## config.mk

```make
export PLATFORM = sky130hd
export DESIGN_NAME = riscv_core_instr_aligner
export DESIGN_NICKNAME = d
export VERILOG_FILES = /design/src/rtl/riscv_core_instr_aligner.sv
export SDC_FILE = /design/constraint.sdc
export NUM_CORES = 1
export LEC_CHECK = 0
export BUFFER_PORTS_ARGS = -buffer_cell sky130_fd_sc_hd__buf_2
export CAP_MARGIN = 20
export CORE_ASPECT_RATIO = 0.9
export CORE_MARGIN = 2
export CORE_UTILIZATION = 45
export CTS_BUF_LIST = sky130_fd_sc_hd__clkbuf_4 sky130_fd_sc_hd__clkbuf_8
export DETAILED_ROUTE_END_ITERATION = 6
export PLACE_DENSITY = 0.79
export SYNTH_ARGS = -nofsm -noshare
export SYNTH_HDL_FRONTEND = slang
export SYNTH_SLANG_ARGS = --single-unit
```

## constraint.sdc

```tcl
create_clock -name i_clk -period 3.35 [get_ports i_clk]
set_input_delay 0.1675 -clock i_clk [delete_from_list [all_inputs] [get_ports i_clk]]
set_output_delay 0.1675 -clock i_clk [all_outputs]
set_load 0.01 [all_outputs]
```

## src/rtl/riscv_core_instr_aligner.sv

```systemverilog
// Fetch-side aligner: splits 32-bit fetch words into halfwords and emits one (compressed or 32-bit) instruction per handshake.
// Latency: a word accepted in cycle N gives its first instruction on the registered outputs in cycle N+2.
// Backpressure: fetch_ready only while <=1 halfword is buffered; outputs hold while valid && !ready. RVC support under RISCV_CORE_RVC_EN.
module riscv_core_instr_aligner #(
  parameter int XLEN = 64
) (
  input  logic            i_clk,
  input  logic            i_rst_n,
  input  logic            i_instr_aligner_fetch_valid,
  input  logic [31:0]     i_instr_aligner_fetch_data,
  output logic            o_instr_aligner_fetch_ready,
  input  logic            i_instr_aligner_flush,
  input  logic [XLEN-1:0] i_instr_aligner_flush_pc,
  output logic            o_instr_aligner_valid,
  input  logic            i_instr_aligner_ready,
  output logic [31:0]     o_instr_aligner_instr,
  output logic [XLEN-1:0] o_instr_aligner_pc,
  output logic            o_instr_aligner_is_compressed
);

  // Halfword buffer, entry 0 is the head (lowest address).
  logic [2:0][15:0] hw_q, hw_d;
  logic [1:0]       count_q, count_d;
  logic [XLEN-1:0]  head_pc_q, head_pc_d;
  logic [XLEN-1:0]  flush_head_pc;
  logic             skip_q;
  logic             head_is_comp;
  logic             can_emit;
  logic             accept;
  logic [1:0]       need, emit_n, base, app_n;
  logic [31:0]      head_instr;
  logic             unused_flush_lsbs;

  // Only registered state decides whether a new word fits (<=1 entry leaves room for 2).
  assign o_instr_aligner_fetch_ready = (count_q <= 2'd1);
  assign accept = i_instr_aligner_fetch_valid && o_instr_aligner_fetch_ready;
  assign unused_flush_lsbs = ^i_instr_aligner_flush_pc[1:0];

`ifdef RISCV_CORE_RVC_EN
  assign head_is_comp  = (hw_q[0][1:0] != 2'b11);
  assign flush_head_pc = {i_instr_aligner_flush_pc[XLEN-1:1], 1'b0};

  // A redirect to the upper halfword of a word means the next word's low half is skipped.
  always_ff @(posedge i_clk) begin
    if (!i_rst_n) begin
      skip_q <= 1'b0;
    end else if (i_instr_aligner_flush) begin
      skip_q <= i_instr_aligner_flush_pc[1];
    end else if (accept) begin
      skip_q <= 1'b0;
    end
  end
`else
  assign head_is_comp  = 1'b0;
  assign flush_head_pc = {i_instr_aligner_flush_pc[XLEN-1:2], 2'b00};
  assign skip_q        = 1'b0;
`endif

  assign head_instr = head_is_comp ? {16'h0000, hw_q[0]} : {hw_q[1], hw_q[0]};

  // Emit decision uses the buffer as it stood at the start of the cycle; the word
  // accepted this cycle is appended behind whatever remains after the shift.
  always_comb begin
    need     = head_is_comp ? 2'd1 : 2'd2;
    can_emit = (count_q >= need) && (!o_instr_aligner_valid || i_instr_aligner_ready);
    emit_n   = can_emit ? need : 2'd0;
    base     = count_q - emit_n;
    hw_d     = hw_q;
    if (emit_n == 2'd1) begin
      hw_d = {16'h0000, hw_q[2], hw_q[1]};
    end else if (emit_n == 2'd2) begin
      hw_d = {32'h0, hw_q[2]};
    end
    app_n = 2'd0;
    if (accept) begin
      if (skip_q) begin
        hw_d[base] = i_instr_aligner_fetch_data[31:16];
        app_n      = 2'd1;
      end else begin
        hw_d[base]        = i_instr_aligner_fetch_data[15:0];
        hw_d[base + 2'd1] = i_instr_aligner_fetch_data[31:16];
        app_n             = 2'd2;
      end
    end
    count_d   = base + app_n;
    head_pc_d = head_pc_q + {{(XLEN-3){1'b0}}, emit_n, 1'b0};
  end

  // Buffer, head PC and output registers; reset beats flush, flush beats fetch/emit.
  always_ff @(posedge i_clk) begin
    if (!i_rst_n) begin
      hw_q                          <= '0;
      count_q                       <= 2'd0;
      head_pc_q                     <= '0;
      o_instr_aligner_valid         <= 1'b0;
      o_instr_aligner_instr         <= 32'h0;
      o_instr_aligner_pc            <= '0;
      o_instr_aligner_is_compressed <= 1'b0;
    end else if (i_instr_aligner_flush) begin
      count_q               <= 2'd0;
      head_pc_q             <= flush_head_pc;
      o_instr_aligner_valid <= 1'b0;
    end else begin
      hw_q      <= hw_d;
      count_q   <= count_d;
      head_pc_q <= head_pc_d;
      if (can_emit) begin
        o_instr_aligner_valid         <= 1'b1;
        o_instr_aligner_instr         <= head_instr;
        o_instr_aligner_pc            <= head_pc_q;
        o_instr_aligner_is_compressed <= head_is_comp;
      end else if (!o_instr_aligner_valid || i_instr_aligner_ready) begin
        o_instr_aligner_valid <= 1'b0;
      end
    end
  end

endmodule
```

==> run metrics <==
number of storage elements in the synthesis netlist 206; largest cells by area after synthesis dfxtp_1, nand2_1, a21boi_0; sequential share of the synthesized area 0.4566; die height 138.4 um; Worst R2R Path Depth 10; final critical-path required period 2.728 ns; unrepaired setup endpoints after global routing no; gate count of the mapped netlist 1072; Synth top area share 0.4566; count of nets after finishing 1431; commonest cells after routing, fill and taps aside nand2_1, dfxtp_1, buf_2, a21boi_0, dlygate4sd3_1; Initial Util 0.4561; Iteration-0 DRC Markers 701; maximum level of the CTS H-tree 2; antenna cell count 0; Post-DRT Antenna Nets 0; synthesis warning total 0; number of cell rows 49; total iterations of the first detailed-routing run 5; arrival time reported for the critical path endpoint 3.18 ns; period utilisation layout 0.8145; wire length of the first global-routing pass 41700 um; final hold slack 0.01479 ns; Setup Total Neg Slack 0 ns; CTS buffer count 36; I/O Pins 200; Critical Path Stages 10; I/O Buffers 194; clock root cell clkbuf_8; cell area power density 467.1 mW/mm2; number of antenna violations at the first check in global routing 0; vias after detailed routing 8832; setup-violating endpoint count in the final report 0; post-synth design cell area 0.009031 mm2; Area Growth Syn to Fin 30.26%; critical path's top delay family simple AND/OR/NAND/NOR gates; transition time at the pin with the least slew margin 1.060 ns; share of flip-flops with an asynchronous set or reset after synthesis 0; endpoint type of the worst setup path register; routability-driven placement congestion ratio 0.8918; placeable core region 0.01980 mm2; worst voltage drop across the vdd grid 0.2818 mV; Bufs on Longest Clock Path 3; chain of cells forming the critical path nand2b_1, nand2_1, inv_1, ha_1, ha_1, nand3_1, nor4_4, nand4_2, or4_1, a31oi_1; count of distinct cell types in the synthesized netlist 45; clock-pin transition on the worst setup and hold timing paths 0.07 ns; clock tree from TritonCTS built; class of the worst hold path in2reg; sum of buffers and inverters on the critical path 1; Worst Clk Skew 0.02642 ns; total congestion overflow after global routing 0; total global routing track utilization 0.2348; share of post-route cells with drive strength above 1 0.2170; critical path's largest stage delay 0.55 ns; total wire length 25910 um; Avg WL per Cell 16.14 um; Critical-path top delay cell or4_1; vias in the first global route 8446; vias per cell 5.503; outcome finished, final reports clean; maximum net fanout on the critical path 6; Detail Placement HPWL 16250 um; Synth Flop Type dfxtp_1; number of max-slew violations in the final report 0; crit start category register; number of flops mapped to enable cells by yosys 0; highest clock rate 366.5 MHz; most frequent standard cell in the layout excluding fill and tap cells nand2_1; cell seen most often among critical-path stages ha_1; Residual DRC 0; pin count of the biggest net entering global routing 142; CTS Sinks 206; static leakage 4.654 nW; die area 0.02122 mm2; clock latency at the later pin of the worst-skew pair 0.53 ns; endpoint required time on the critical path 3.81 ns; cell taking the most area after synthesis dfxtp_1; horizontal extent of the die 153.3 um; number of hold-slack violations in the final timing report 0; Max-cap violations 0; instance count along the most critical hold path 3; kind of critical path reg2reg; Syn Area/Cell 8.425 um2; worst max-slew margin expressed relative to the limit 0.2936
sequential cells by signal (all words and copies together) (netlist names):
signal,flops
count_q,1
head_instr,32
head_pc_q,62
hw_q,16
o_instr_aligner_instr,32
o_instr_aligner_pc,62
o_instr_aligner_valid,1
synthesized netlist by cell type, drive strengths merged, types with 3 or more instances:
| library cell | n |
|---|---|
| a21boi | 111 |
| a21oi | 47 |
| a31oi | 10 |
| and2 | 12 |
| and3 | 28 |
| and4 | 12 |
| buf | 18 |
| clkbuf | 60 |
| dfxtp | 206 |
| ha | 3 |
| inv | 8 |
| mux2i | 6 |
| nand2 | 241 |
| nand2b | 6 |
| nand3 | 41 |
| nand4 | 34 |
| nor2 | 17 |
| nor2b | 4 |
| nor3 | 12 |
| nor4 | 26 |
| o211a | 9 |
| o21ai | 69 |
| o22ai | 15 |
| or2 | 3 |
| or3 | 10 |
| or4 | 7 |
| xnor2 | 32 |
| xor2 | 14 |
worst paths after layout:
| kind | to | slack [ns] | from |
|---|---|---|---|
| min | head_pc_q[24]$_SDFF_PN0_ | 0.01 | i_instr_aligner_flush_pc[24] |
| max | head_pc_q[62]$_SDFF_PN0_ | 0.62 | o_instr_aligner_valid$_SDFFE_PP0P_ |
| max reg2reg | head_pc_q[62]$_SDFF_PN0_ | 0.62 | o_instr_aligner_valid$_SDFFE_PP0P_ |
| min reg2reg | o_instr_aligner_pc[38]$_SDFFE_PN0P_ | 0.46 | o_instr_aligner_pc[38]$_SDFFE_PN0P_ |
layer usage:
metal,track usage,vias up,part of all wire
met5,0,-,0
met4,0.1019,0,0.033
met3,0.03950,64,0.067
met2,0.3867,350,0.47
met1,0.3052,4149,0.43
li1,-,4269,-
report_power, final:
part           internal [mW]  total, mW  switching [mW]
Clock                   1.38       2.39            1.02
Sequential              2.54       2.64           0.100
Combinational          0.232      0.464           0.231
Total                   4.15       5.50            1.35
cell type report:
cell class / count / area [um2]
flip-flops and latches: 206 / 4124
repair buffers: 293 / 1962
clock inverters: 8 / 68.82
clock buffers: 53 / 679.4
well taps: 255 / 319.1
fillers: 1734 / 8039
multi-input cells: 782 / 4581
inverters: 8 / 30.03
per-stage QoR:
step                cell area [um2]  cells  setup slack [ns]  power [mW]    util
global placement              10130   1456            0.6905       3.057  0.5118
global route                  11760   1605            0.4368       5.697  0.5940
finish                        11760   1605            0.6215       5.495  0.5940
floorplan                      9039   1074            0.6759       2.908       -
CTS                           11760   1605            0.6047       5.526  0.5940
detailed placement            10130   1456            0.6275       3.066  0.5118
kinds of logic (layout without fill, tap and decap cells):
family,after synthesis,count (layout),synth area share
xor gates and xnor gates,46,46,0.04461
buffers and inverters,86,362,0.03921
AOI/OAI and AO/OA,268,268,0.1902
DFF,206,206,0.4566
and+or+nand+nor,454,454,0.2556
adders and majority gates,3,3,0.004157
muxes,8,8,0.009144
other,1,3,0.0004152
what timing repair did:
| item | CTS | global route |
|---|---|---|
| hold buffers | 88 | 0 |
| resized for setup | 0 | 0 |
| setup buffers | 0 | 0 |
| setup endpoints to repair | 0 | 0 |
| hold endpoints to repair | 88 | 0 |
worst register-to-register path: stages, from the launching register on:
cell,delay [ns]
dfxtp_1,0.31
nand2b_1,0.16
nand2_1,0.10
inv_1,0.13
ha_1,0.22
ha_1,0.16
nand3_1,0.26
nor4_4,0.41
nand4_2,0.21
or4_1,0.55
a31oi_1,0.17
(Power assumes the default switching activity.)
